===== src/rtl/pixel_pair_serializer_pkg.sv =====
// Shared types for the pixel pair serializer.
// Default widths and the stored pixel entry layout.
package pixel_pkg;

    localparam int PIX_DATA_W = 8;
    localparam int PIX_ROW_W  = 4;

    typedef struct packed {
        logic                  sof;
        logic [PIX_ROW_W-1:0]  row;
        logic [PIX_DATA_W-1:0] data;
    } pix_entry_t;

    // Width of an occupancy count able to hold 0..depth
    function automatic int level_w(input int depth);
        return $clog2(depth) + 1;
    endfunction

endpackage


===== src/rtl/pixel_pair_serializer_if.sv =====
// Output pixel stream: valid/ready with row and start-of-frame tags.
// master drives pixels, slave returns ready.
interface pixel_pair_serializer_if #(
    parameter int DATA_W = 8,
    parameter int ROW_W  = 4
);
    logic [DATA_W-1:0] pix_out;
    logic [ROW_W-1:0]  pix_row;
    logic              pix_sof;
    logic              pix_valid;
    logic              out_ready;

    modport master (
        output pix_out, pix_row, pix_sof, pix_valid,
        input  out_ready
    );

    modport slave (
        input  pix_out, pix_row, pix_sof, pix_valid,
        output out_ready
    );
endinterface


===== src/rtl/pixel_pair_serializer_fifo.sv =====
// Dual-write / single-read FIFO, first-word-fall-through.
// Flush clears it but a same-cycle push still lands at entries 0 and 1.
module pix_fifo_2w1r #(
    parameter type entry_t = logic [12:0],
    parameter int  DEPTH   = 8,
    localparam int PTR_W   = $clog2(DEPTH),
    localparam int LVL_W   = PTR_W + 1
) (
    input  logic             clk,
    input  logic             rst_n,
    input  logic             flush,
    input  logic             push,
    input  entry_t           d0,
    input  entry_t           d1,
    input  logic             pop,
    output entry_t           head,
    output logic [LVL_W-1:0] level
);
    entry_t           mem [DEPTH];
    logic [PTR_W-1:0] wr_ptr;
    logic [PTR_W-1:0] rd_ptr;
    logic [PTR_W-1:0] wr_ix0;
    logic [PTR_W-1:0] wr_ix1;
    logic             pop_ok;
    logic [LVL_W-1:0] push_amt;

    assign wr_ix0   = flush ? '0 : wr_ptr;
    assign wr_ix1   = wr_ix0 + PTR_W'(1);
    assign pop_ok   = pop && (level != '0) && !flush;
    assign push_amt = push ? LVL_W'(2) : '0;
    assign head     = mem[rd_ptr];

    // Storage write: both pair entries land in consecutive slots
    always_ff @(posedge clk) begin
        if (push) begin
            mem[wr_ix0] <= d0;
            mem[wr_ix1] <= d1;
        end
    end

    // Pointer and occupancy tracking; flush restarts from slot 0
    always_ff @(posedge clk or negedge rst_n) begin
        if (!rst_n) begin
            wr_ptr <= '0;
            rd_ptr <= '0;
            level  <= '0;
        end else if (flush) begin
            wr_ptr <= push ? PTR_W'(2) : '0;
            rd_ptr <= '0;
            level  <= push_amt;
        end else begin
            wr_ptr <= wr_ptr + (push ? PTR_W'(2) : '0);
            rd_ptr <= rd_ptr + (pop_ok ? PTR_W'(1) : '0);
            level  <= level + push_amt - (pop_ok ? LVL_W'(1) : '0);
        end
    end
endmodule


===== src/rtl/pixel_pair_serializer.sv =====
// Pixel pair serializer: accepts two pixels per read, emits one per cycle.
// Decides accept/drop, tags start-of-frame, keeps overflow and pixel count.
module pixel_pair_serializer
    import pixel_pkg::*;
#(
    parameter int  DATA_W = PIX_DATA_W,
    parameter int  ROW_W  = PIX_ROW_W,
    parameter int  DEPTH  = 8,
    parameter int  CNT_W  = 16,
    localparam int LVL_W  = $clog2(DEPTH) + 1
) (
    input  logic              clk,
    input  logic              reset_n,
    input  logic              frame_start,
    input  logic              read,
    input  logic [DATA_W-1:0] pixData1,
    input  logic [DATA_W-1:0] pixData2,
    input  logic [ROW_W-1:0]  read_select,
    pixel_pair_serializer_if.master stream,
    output logic [LVL_W-1:0]  fifo_level,
    output logic              overflow,
    output logic [CNT_W-1:0]  frame_pixels
);
    typedef struct packed {
        logic              sof;
        logic [ROW_W-1:0]  row;
        logic [DATA_W-1:0] data;
    } entry_t;

    entry_t head;
    entry_t d0;
    entry_t d1;
    logic   sof_pending;
    logic   room;
    logic   push;
    logic   drop;
    logic   pop;
    logic   valid;

    // Free space is judged on the start-of-cycle level; a flush frees all
    assign room  = fifo_level <= LVL_W'(DEPTH - 2);
    assign push  = read && (frame_start || room);
    assign drop  = read && !frame_start && !room;
    assign valid = fifo_level != '0;
    assign pop   = valid && stream.out_ready && !frame_start;

    assign d0 = '{sof: frame_start || sof_pending, row: read_select, data: pixData1};
    assign d1 = '{sof: 1'b0, row: read_select, data: pixData2};

    pix_fifo_2w1r #(
        .entry_t (entry_t),
        .DEPTH   (DEPTH)
    ) u_fifo (
        .clk   (clk),
        .rst_n (reset_n),
        .flush (frame_start),
        .push  (push),
        .d0    (d0),
        .d1    (d1),
        .pop   (pop),
        .head  (head),
        .level (fifo_level)
    );

    // Head is forced to zero when empty so stale storage never shows
    always_comb begin
        stream.pix_valid = valid;
        stream.pix_out   = valid ? head.data : '0;
        stream.pix_row   = valid ? head.row  : '0;
        stream.pix_sof   = valid && head.sof;
    end

    // Frame bookkeeping: sof tag, sticky overflow, popped-pixel count
    always_ff @(posedge clk or negedge reset_n) begin
        if (!reset_n) begin
            sof_pending  <= 1'b1;
            overflow     <= 1'b0;
            frame_pixels <= '0;
        end else if (frame_start) begin
            sof_pending  <= !read;
            overflow     <= 1'b0;
            frame_pixels <= '0;
        end else begin
            if (push) sof_pending <= 1'b0;
            if (drop) overflow <= 1'b1;
            if (pop)  frame_pixels <= frame_pixels + CNT_W'(1);
        end
    end
endmodule

===== src/flat_wrapper.sv =====
// flat-port wrapper written by rule: the top's interface ports become plain ports
module pixel_pair_serializer_flat import pixel_pkg::*;
#(
    parameter int  DATA_W = PIX_DATA_W,
    parameter int  ROW_W  = PIX_ROW_W,
    parameter int  DEPTH  = 8,
    parameter int  CNT_W  = 16,
    localparam int LVL_W  = $clog2(DEPTH) + 1
)
  (clk, reset_n, frame_start, read, pixData1, pixData2, read_select, fifo_level, overflow, frame_pixels, stream_pix_out, stream_pix_row, stream_pix_sof, stream_pix_valid, stream_out_ready);
  pixel_pair_serializer_if #(.DATA_W(DATA_W), .ROW_W(ROW_W)) stream_i ();
  input  logic clk;
  input  logic reset_n;
  input  logic frame_start;
  input  logic read;
  input  logic [DATA_W-1:0] pixData1;
  input  logic [DATA_W-1:0] pixData2;
  input  logic [ROW_W-1:0] read_select;
  output logic [LVL_W-1:0] fifo_level;
  output logic overflow;
  output logic [CNT_W-1:0] frame_pixels;
  output wire logic [$bits(stream_i.pix_out)-1:0] stream_pix_out;
  output wire logic [$bits(stream_i.pix_row)-1:0] stream_pix_row;
  output wire logic [$bits(stream_i.pix_sof)-1:0] stream_pix_sof;
  output wire logic [$bits(stream_i.pix_valid)-1:0] stream_pix_valid;
  input wire logic [$bits(stream_i.out_ready)-1:0] stream_out_ready;
  assign stream_pix_out = stream_i.pix_out;
  assign stream_pix_row = stream_i.pix_row;
  assign stream_pix_sof = stream_i.pix_sof;
  assign stream_pix_valid = stream_i.pix_valid;
  assign stream_i.out_ready = stream_out_ready;
  pixel_pair_serializer #(.DATA_W(DATA_W), .ROW_W(ROW_W), .DEPTH(DEPTH), .CNT_W(CNT_W)) u_core (.clk(clk), .reset_n(reset_n), .frame_start(frame_start), .read(read), .pixData1(pixData1), .pixData2(pixData2), .read_select(read_select), .stream(stream_i), .fifo_level(fifo_level), .overflow(overflow), .frame_pixels(frame_pixels));
endmodule

===== config.mk =====
export PLATFORM = sky130hd
export DESIGN_NAME = pixel_pair_serializer_flat
export DESIGN_NICKNAME = d
export VERILOG_FILES = /design/src/rtl/pixel_pair_serializer_pkg.sv /design/src/rtl/pixel_pair_serializer_if.sv /design/src/rtl/pixel_pair_serializer_fifo.sv /design/src/rtl/pixel_pair_serializer.sv /design/src/flat_wrapper.sv
export SDC_FILE = /design/constraint.sdc
export NUM_CORES = 1
export LEC_CHECK = 0
export ABC_AREA = 1
export CAP_MARGIN = 0
export CORE_MARGIN = 2
export CORE_UTILIZATION = 49
export DETAILED_ROUTE_END_ITERATION = 10
export GPL_TIMING_DRIVEN = 0
export PLACE_DENSITY = 0.69
export SYNTH_ARGS = -nofsm -noshare
export SYNTH_HDL_FRONTEND = slang
export SYNTH_SLANG_ARGS = --single-unit

===== constraint.sdc =====
create_clock -name clk -period 2.2 [get_ports clk]
set_input_delay 0.22 -clock clk [delete_from_list [all_inputs] [get_ports clk]]
set_output_delay 0.22 -clock clk [all_outputs]
set_load 0.02 [all_outputs]

==> qor.yml, run 1 <==
power_density_nw_per_um2: 996
grt_max_degree: 28
final_util_pct: 62.5
rows: 42
synth-seq-cells: 131
hp-class: "primary input to asynchronous set/reset pin"
cts_tree: "done"
period_needed_ps: 2220
postRouteAntennaNets: 0
ys_warn_count: 0
synth_edf_count: 96
p_leak_uw: 0.00329
synth_cell_types: 31
max_slew_margin_pct: 54.5
ys_seq_area_share_pct: 56.4
totalWireLength_um: 17600
synth_area_leaders: "edfxtp_1 44%, nor2_1 12%, dfrtp_1 9.9%"
drive_gt1_share_pct: 22.6
area_growth_pct: 24.8
syn_nets: 740
async_reset_ff_share_pct: 20.6
cts.sink_count: 131
startpoint_type: "flip-flop"
finalCritPeriodShare_pct: 101
yosysTopAreaCell: "edfxtp_1"
max-vdd-ir-drop_v: 0.000504
cap_viol_max_count: 0
die_area_um2: 14400
io_buffers: 59
drt-pass1-iter-count: 5
fill_cells: 1122
synth_ff_type: "edfxtp_1"
final_common_cell: "nor2_1"
io_pins: 60
setup_ws_ps: -17.4
die_y_um: 120
track_usage_pct: 25.8
drv_slew: 0
status: "complete, but fails checks"
setup_viol: 1
initial_utilization_pct: 50.0
place_area_um2: 7470
wire_per_inst_um: 17.9
antenna_found_initial: 0
drc: 0
htreeDepth: 4
tightestPinTransition_ps: 681
cts-root-buf: "clkbuf_16"
critPathMaxFanout: 9
first_iter_violations: 450
numCtsBuffers: 17
required_ps: 1980
via_per_inst: 5.31
die_w_um: 120
rsz0062_at_grt: "yes"
cp.arrival_ps: 2000
via_count: 5228
netlist_area_um2: 6600
antennaDiodeCount: 0
grt_overflow: 0
finalInstanceArea_um2: 8240
violations: "setup timing"
clock-skew-final_ps: 5.91
clkSlewWorstSetupHoldPaths_ps: 50
coreArea_um2: 13200
netlist.area_leader.share_pct: 43.7
grt_first_pass_wirelength_um: 27600
layout_common_cells: "186 x nor2_1, 96 x edfxtp_1, 68 x nand2_1"
place_congestion: 0.987
final_hold_viol_count: 0
cts_max_path_buffers: 2
hpwl_um: 12700
critPathKind: "flip-flop to primary output"
layout.nets: 831
grt_pass1_vias: 4985
syn_inst: 704
fmax_ghz: 0.451
insertion_delay_ps: 420
endpoint_kind: "primary output"
syn_area_per_cell_um2: 9.38
power_uw: 8210
-- cell usage after synthesis, types with 3 or more instances --
cell type	n
nor2_1	203
edfxtp_1	96
o21ai_0	71
nand2_1	70
inv_1	64
nor3_2	40
nand3_1	29
dfrtp_1	26
buf_4	11
ha_1	10
nor3_1	10
a21oi_1	8
buf_2	8
dfxtp_1	8
buf_6	7
clkbuf_1	6
nand2_2	5
o21ai_1	5
buf_1	4
nor2_2	4
nand2_4	3
nand4_1	3
-- power breakdown --
| part | internal [µW] | switching (µW) |
|---|---|---|
| combinational | 962 | 1610 |
| sequential | 2960 | 145 |
| clock | 1560 | 970 |
| total | 5490 | 2720 |
-- repair_timing --
item,in CTS,in global routing
pin swaps,13,17
setup buffers,8,3
resized for setup,97,43
hold buffers,0,1
setup endpoints to repair,53,75
endpoints found under the hold margin,0,26
gates cloned,0,1
-- state kept, by name, summed over array words and instances, names as in the netlist --
signal / flops
u_core.sof_pending: 1
u_core.u_fifo.level: 4
u_core.u_fifo.rd_ptr: 3
u_core.u_fifo.wr_ptr: 2
u_core.frame_pixels: 16
u_core.u_fifo.mem: 104
u_core.overflow: 1
-- metal layers --
metal  global-route usage (%)  part of all wire [%]
met1                     37.6                    46
met2                     38.4                    45
met3                     6.23                   7.6
met4                     7.65                   1.6
met5                        0                     0
-- per-stage QoR --
step	hold slack, ps	std cells	TNS [ps]	worst slack, ps
detailed placement	432	939	-24000	-556
CTS	441	979	-8.74	-7.32
finish	361	984	-17.4	-17.4
global route	436	984	-362	-61.8
global placement	420	939	-21680	-556
floorplan	-75.6	704	-89.9	-54.6
-- path summary, 6_finish.rpt --
kind                                           from                       end  slack, ps  cells after the start
hold / removal                              reset_n    u_core.frame_pixels[7]        360                      2
max in group asynchronous                   reset_n    u_core.u_fifo.level[1]       1370                      2
setup / recovery            u_core.u_fifo.rd_ptr[0]         stream_pix_out[0]        -20                      9
hold reg to reg            u_core.u_fifo.mem[3][12]  u_core.u_fifo.mem[3][12]        440                      2
setup reg to reg             u_core.u_fifo.level[3]    u_core.u_fifo.level[2]         10                     13
min in group clk           u_core.u_fifo.mem[3][12]  u_core.u_fifo.mem[3][12]        440                      2
-- logic make-up after synthesis --
family	count (synthesis)	synth area share, %
and+or+nand+nor	371	26.8
DFF	131	56.4
buffers and inverters	102	7.37
AOI/OAI and AO/OA	85	6.48
adders and majority gates	11	2.20
xor gates and xnor gates	3	0.683
other	1	0.0568
-- critical path: stages (launching register included) --
cell and delay (ps):
dfrtp_2 420, buf_8 150, buf_8 140, nor2_1 50, nor2_1 180, o21ai_1 110
o21ai_1 80, nor2_1 70, nor2_1 200, buf_4 180
-- final cells by class --
type	instances	area [µm²]	area share [%]
Clock inverter	1	5.00	0.0607
Buffer	36	299	3.63
Timing Repair inverter	1	7.51	0.0911
Clock buffer	31	518	6.29
Multi-Input combinational cell	471	2560	31.1
Tap cell	176	220	2.67
Inverter	66	262	3.17
Timing Repair Buffer	71	639	7.76
Sequential cell	131	3730	45.2
Note: power is estimated with default switching activity, not from simulation.
==> run 2, diff against run 1 <==
Settings changed: PLACE_DENSITY 0.69 to 0.67, SKIP_CTS_REPAIR_TIMING set to 1.
Clock period 2.2 ns to 2.35 ns, I/O delays scaled along.
==> qor.yml, run 2 (same netlist as run 1, synthesis figures left out) <==
path_cells: "buf_6, buf_4, o21ai_0, o21ai_1, nor2_1, nor2_1, clkbuf_2"
r2r_cells: 13  # unchanged
layout.nets: 832  # +0.12%
drc: 0  # unchanged
cap_viol_max_count: 0  # unchanged
fmax_ghz: 0.436
rows: 42  # unchanged
track_usage_pct: 25.3  # -0.51 points
hp-class: "primary input to asynchronous set/reset pin"
first_iter_violations: 671  # +49%
cts-root-buf: "clkbuf_16"
drt-pass1-iter-count: 5  # unchanged
status: "complete, no violations"
postRouteAntennaNets: 0  # unchanged
final_util_pct: 62.4  # about the same
cts_tree: "done"
grt_overflow: 0  # unchanged
grt_first_pass_wirelength_um: 27400  # -0.50%
critPathTopFamily: "buffers and inverters"
die_w_um: 120  # unchanged
die_y_um: 120  # unchanged
cp_slowest_cell: "dfrtp_1"
layout_common_cells: "198 x nor2_1, 96 x edfxtp_1, 69 x nand2_1"
grt_pass1_vias: 5224  # +4.8%
wl_met2_um: 8020  # +0.46%
finalCritPeriodShare_pct: 97.7
clock-skew-final_ps: 9.97  # +4.06 ps
drv_slew: 0  # unchanged
largestRegisters: "u_core.u_fifo.mem (104), u_core.frame_pixels (16), u_core.u_fifo.level (4)"
coreArea_um2: 13200  # unchanged
totalWireLength_um: 17300  # -1.7%
htreeDepth: 4  # unchanged
area_growth_pct: 24.7  # about the same
via_count: 5278  # +0.96%
clkSlewWorstSetupHoldPaths_ps: 60  # about the same
required_ps: 2120  # +140 ps
worstReg2RegStart: "u_core.u_fifo.level[3]"
dp_cells: 939  # unchanged
io_pins: 60  # unchanged
wire_per_inst_um: 17.6  # -1.8%
drive_gt1_share_pct: 20.9  # -1.8 points
largest_reg_flops: 104  # unchanged
hold_ws_ps: 371  # +10.5 ps
hpwl_um: 12200  # -4.6%
multi_input_comb_area_um2: 2470  # -3.5%
wl_met1_um: 7150  # -11%
critPathKind: "flip-flop to primary output"
worstReg2RegEnd: "u_core.u_fifo.level[3]"
seqCellArea_um2: 3720  # about the same
worst_path_largest_cell_delay_ps: 430  # about the same
path_buf_inv: 3  # unchanged
max_slew_margin_pct: 55.0  # +0.45 points
routed.top_layer: "met4"
final_cells: 985  # +0.10%
final.setup.tns_ps: 0  # +17.4 ps
rsz0062_at_grt: "yes"
final_hold_viol_count: 0  # unchanged
power_density_nw_per_um2: 981  # -1.5%
die_area_um2: 14400  # unchanged
io_buffers: 59  # unchanged
antenna_found_initial: 0  # unchanged
rrSetupSlack_ps: 100  # +90 ps
place_congestion: 1.01  # +2.1%
regMostFlops: "u_core.u_fifo.mem"
insertion_delay_ps: 420  # about the same
p_leak_uw: 0.00338  # +2.6%
antennaDiodeCount: 0  # unchanged
cp.arrival_ps: 2060  # +60 ps
period_needed_ps: 2290
cts.sink_count: 131  # unchanged
grt_max_degree: 28  # unchanged
wl_met3_um: 1550  # +16%
startpoint_type: "flip-flop"
final_common_cell: "nor2_1"
max-vdd-ir-drop_v: 0.000544  # +7.9%
fill_cells: 1079  # -3.8%
numCtsBuffers: 17  # unchanged
critPathMaxFanout: 10  # +1
cts_max_path_buffers: 2  # unchanged
endpoint_kind: "primary output"
setup_viol: 0  # -1
cp_common_cell: "nor2_1"
tightestPinTransition_ps: 674  # -6.81 ps
initial_utilization_pct: 50.0  # unchanged
via_per_inst: 5.36  # +0.85%
==> run 2: cell types whose count changed in the layout (fill, tap and decap cells not counted), moves of 5 or more <==
cell,previous run,this run
o21ai_0,55,63
inv_1,54,60
clkbuf_2,5,11
clkbuf_1,11,1
bufinv_16,0,5
nor2_1,186,198
nor2_2,18,9
o21ai_1,20,12
==> run 2: worst reg2reg max path, delay by kind of cell (launching register included) <==
family                     cells  cell delay (ps)
adders and majority gates      4              880
DFF                            1              430
and+or+nand+nor                4              360
buffers and inverters          4              330
xor gates and xnor gates       1              160
==> run 2: final cells by class <==
type / instances / share of cell area (%)
plain buffers: 36 / 3.33
flip-flops and latches: 131 / 45.2
clock inverters: 15 / 2.60
well taps: 176 / 2.67
multi-input cells: 471 / 30.0
clock buffers: 17 / 5.17
inverters: 66 / 3.09
repair buffers: 73 / 7.87
==> run 2: worst max path at each step <==
stage	startpoint	endpoint	slack (ps)	cells past startpoint
6_report	u_core.u_fifo.rd_ptr[0]	stream_pix_row[3]	60	7
3_3_place_gp	frame_start	u_core.u_fifo.mem[1][10]	-300	7
5_1_grt	u_core.u_fifo.level[3]	u_core.u_fifo.level[3]	-50	13
4_1_cts	u_core.u_fifo.rd_ptr[0]	stream_pix_row[0]	-570	7
2_1_floorplan	u_core.u_fifo.level[3]	u_core.u_fifo.level[3]	3	14
3_5_place_dp	frame_start	u_core.u_fifo.mem[1][10]	-390	7
==> run 2: per-layer routing <==
| layer | vias to the layer above | GRT usage, % |
|---|---|---|
| met5 | - | 0 |
| met4 | 0 | 11.3 |
| met3 | 47 | 5.56 |
| met2 | 264 | 39.3 |
| met1 | 2470 | 34.1 |
| li1 | 2497 | - |
==> run 2: power by group <==
part,leakage [µW],total [µW],switching (µW),internal (µW)
registers,0.00140,2910,133,2770
logic,0.00167,2290,1450,844
clock network,0.000304,2880,1010,1870
==> run 2: stage by stage <==
stage	total power, µW	setup WS [ps]	cell area (µm²)
global route	8430	-52.3	8230
CTS	7900	-570	8070
floorplan	4240	2.80	6620
global placement	4990	-300	7430
detailed placement	5040	-386	7430
finish	8080	55.1	8230
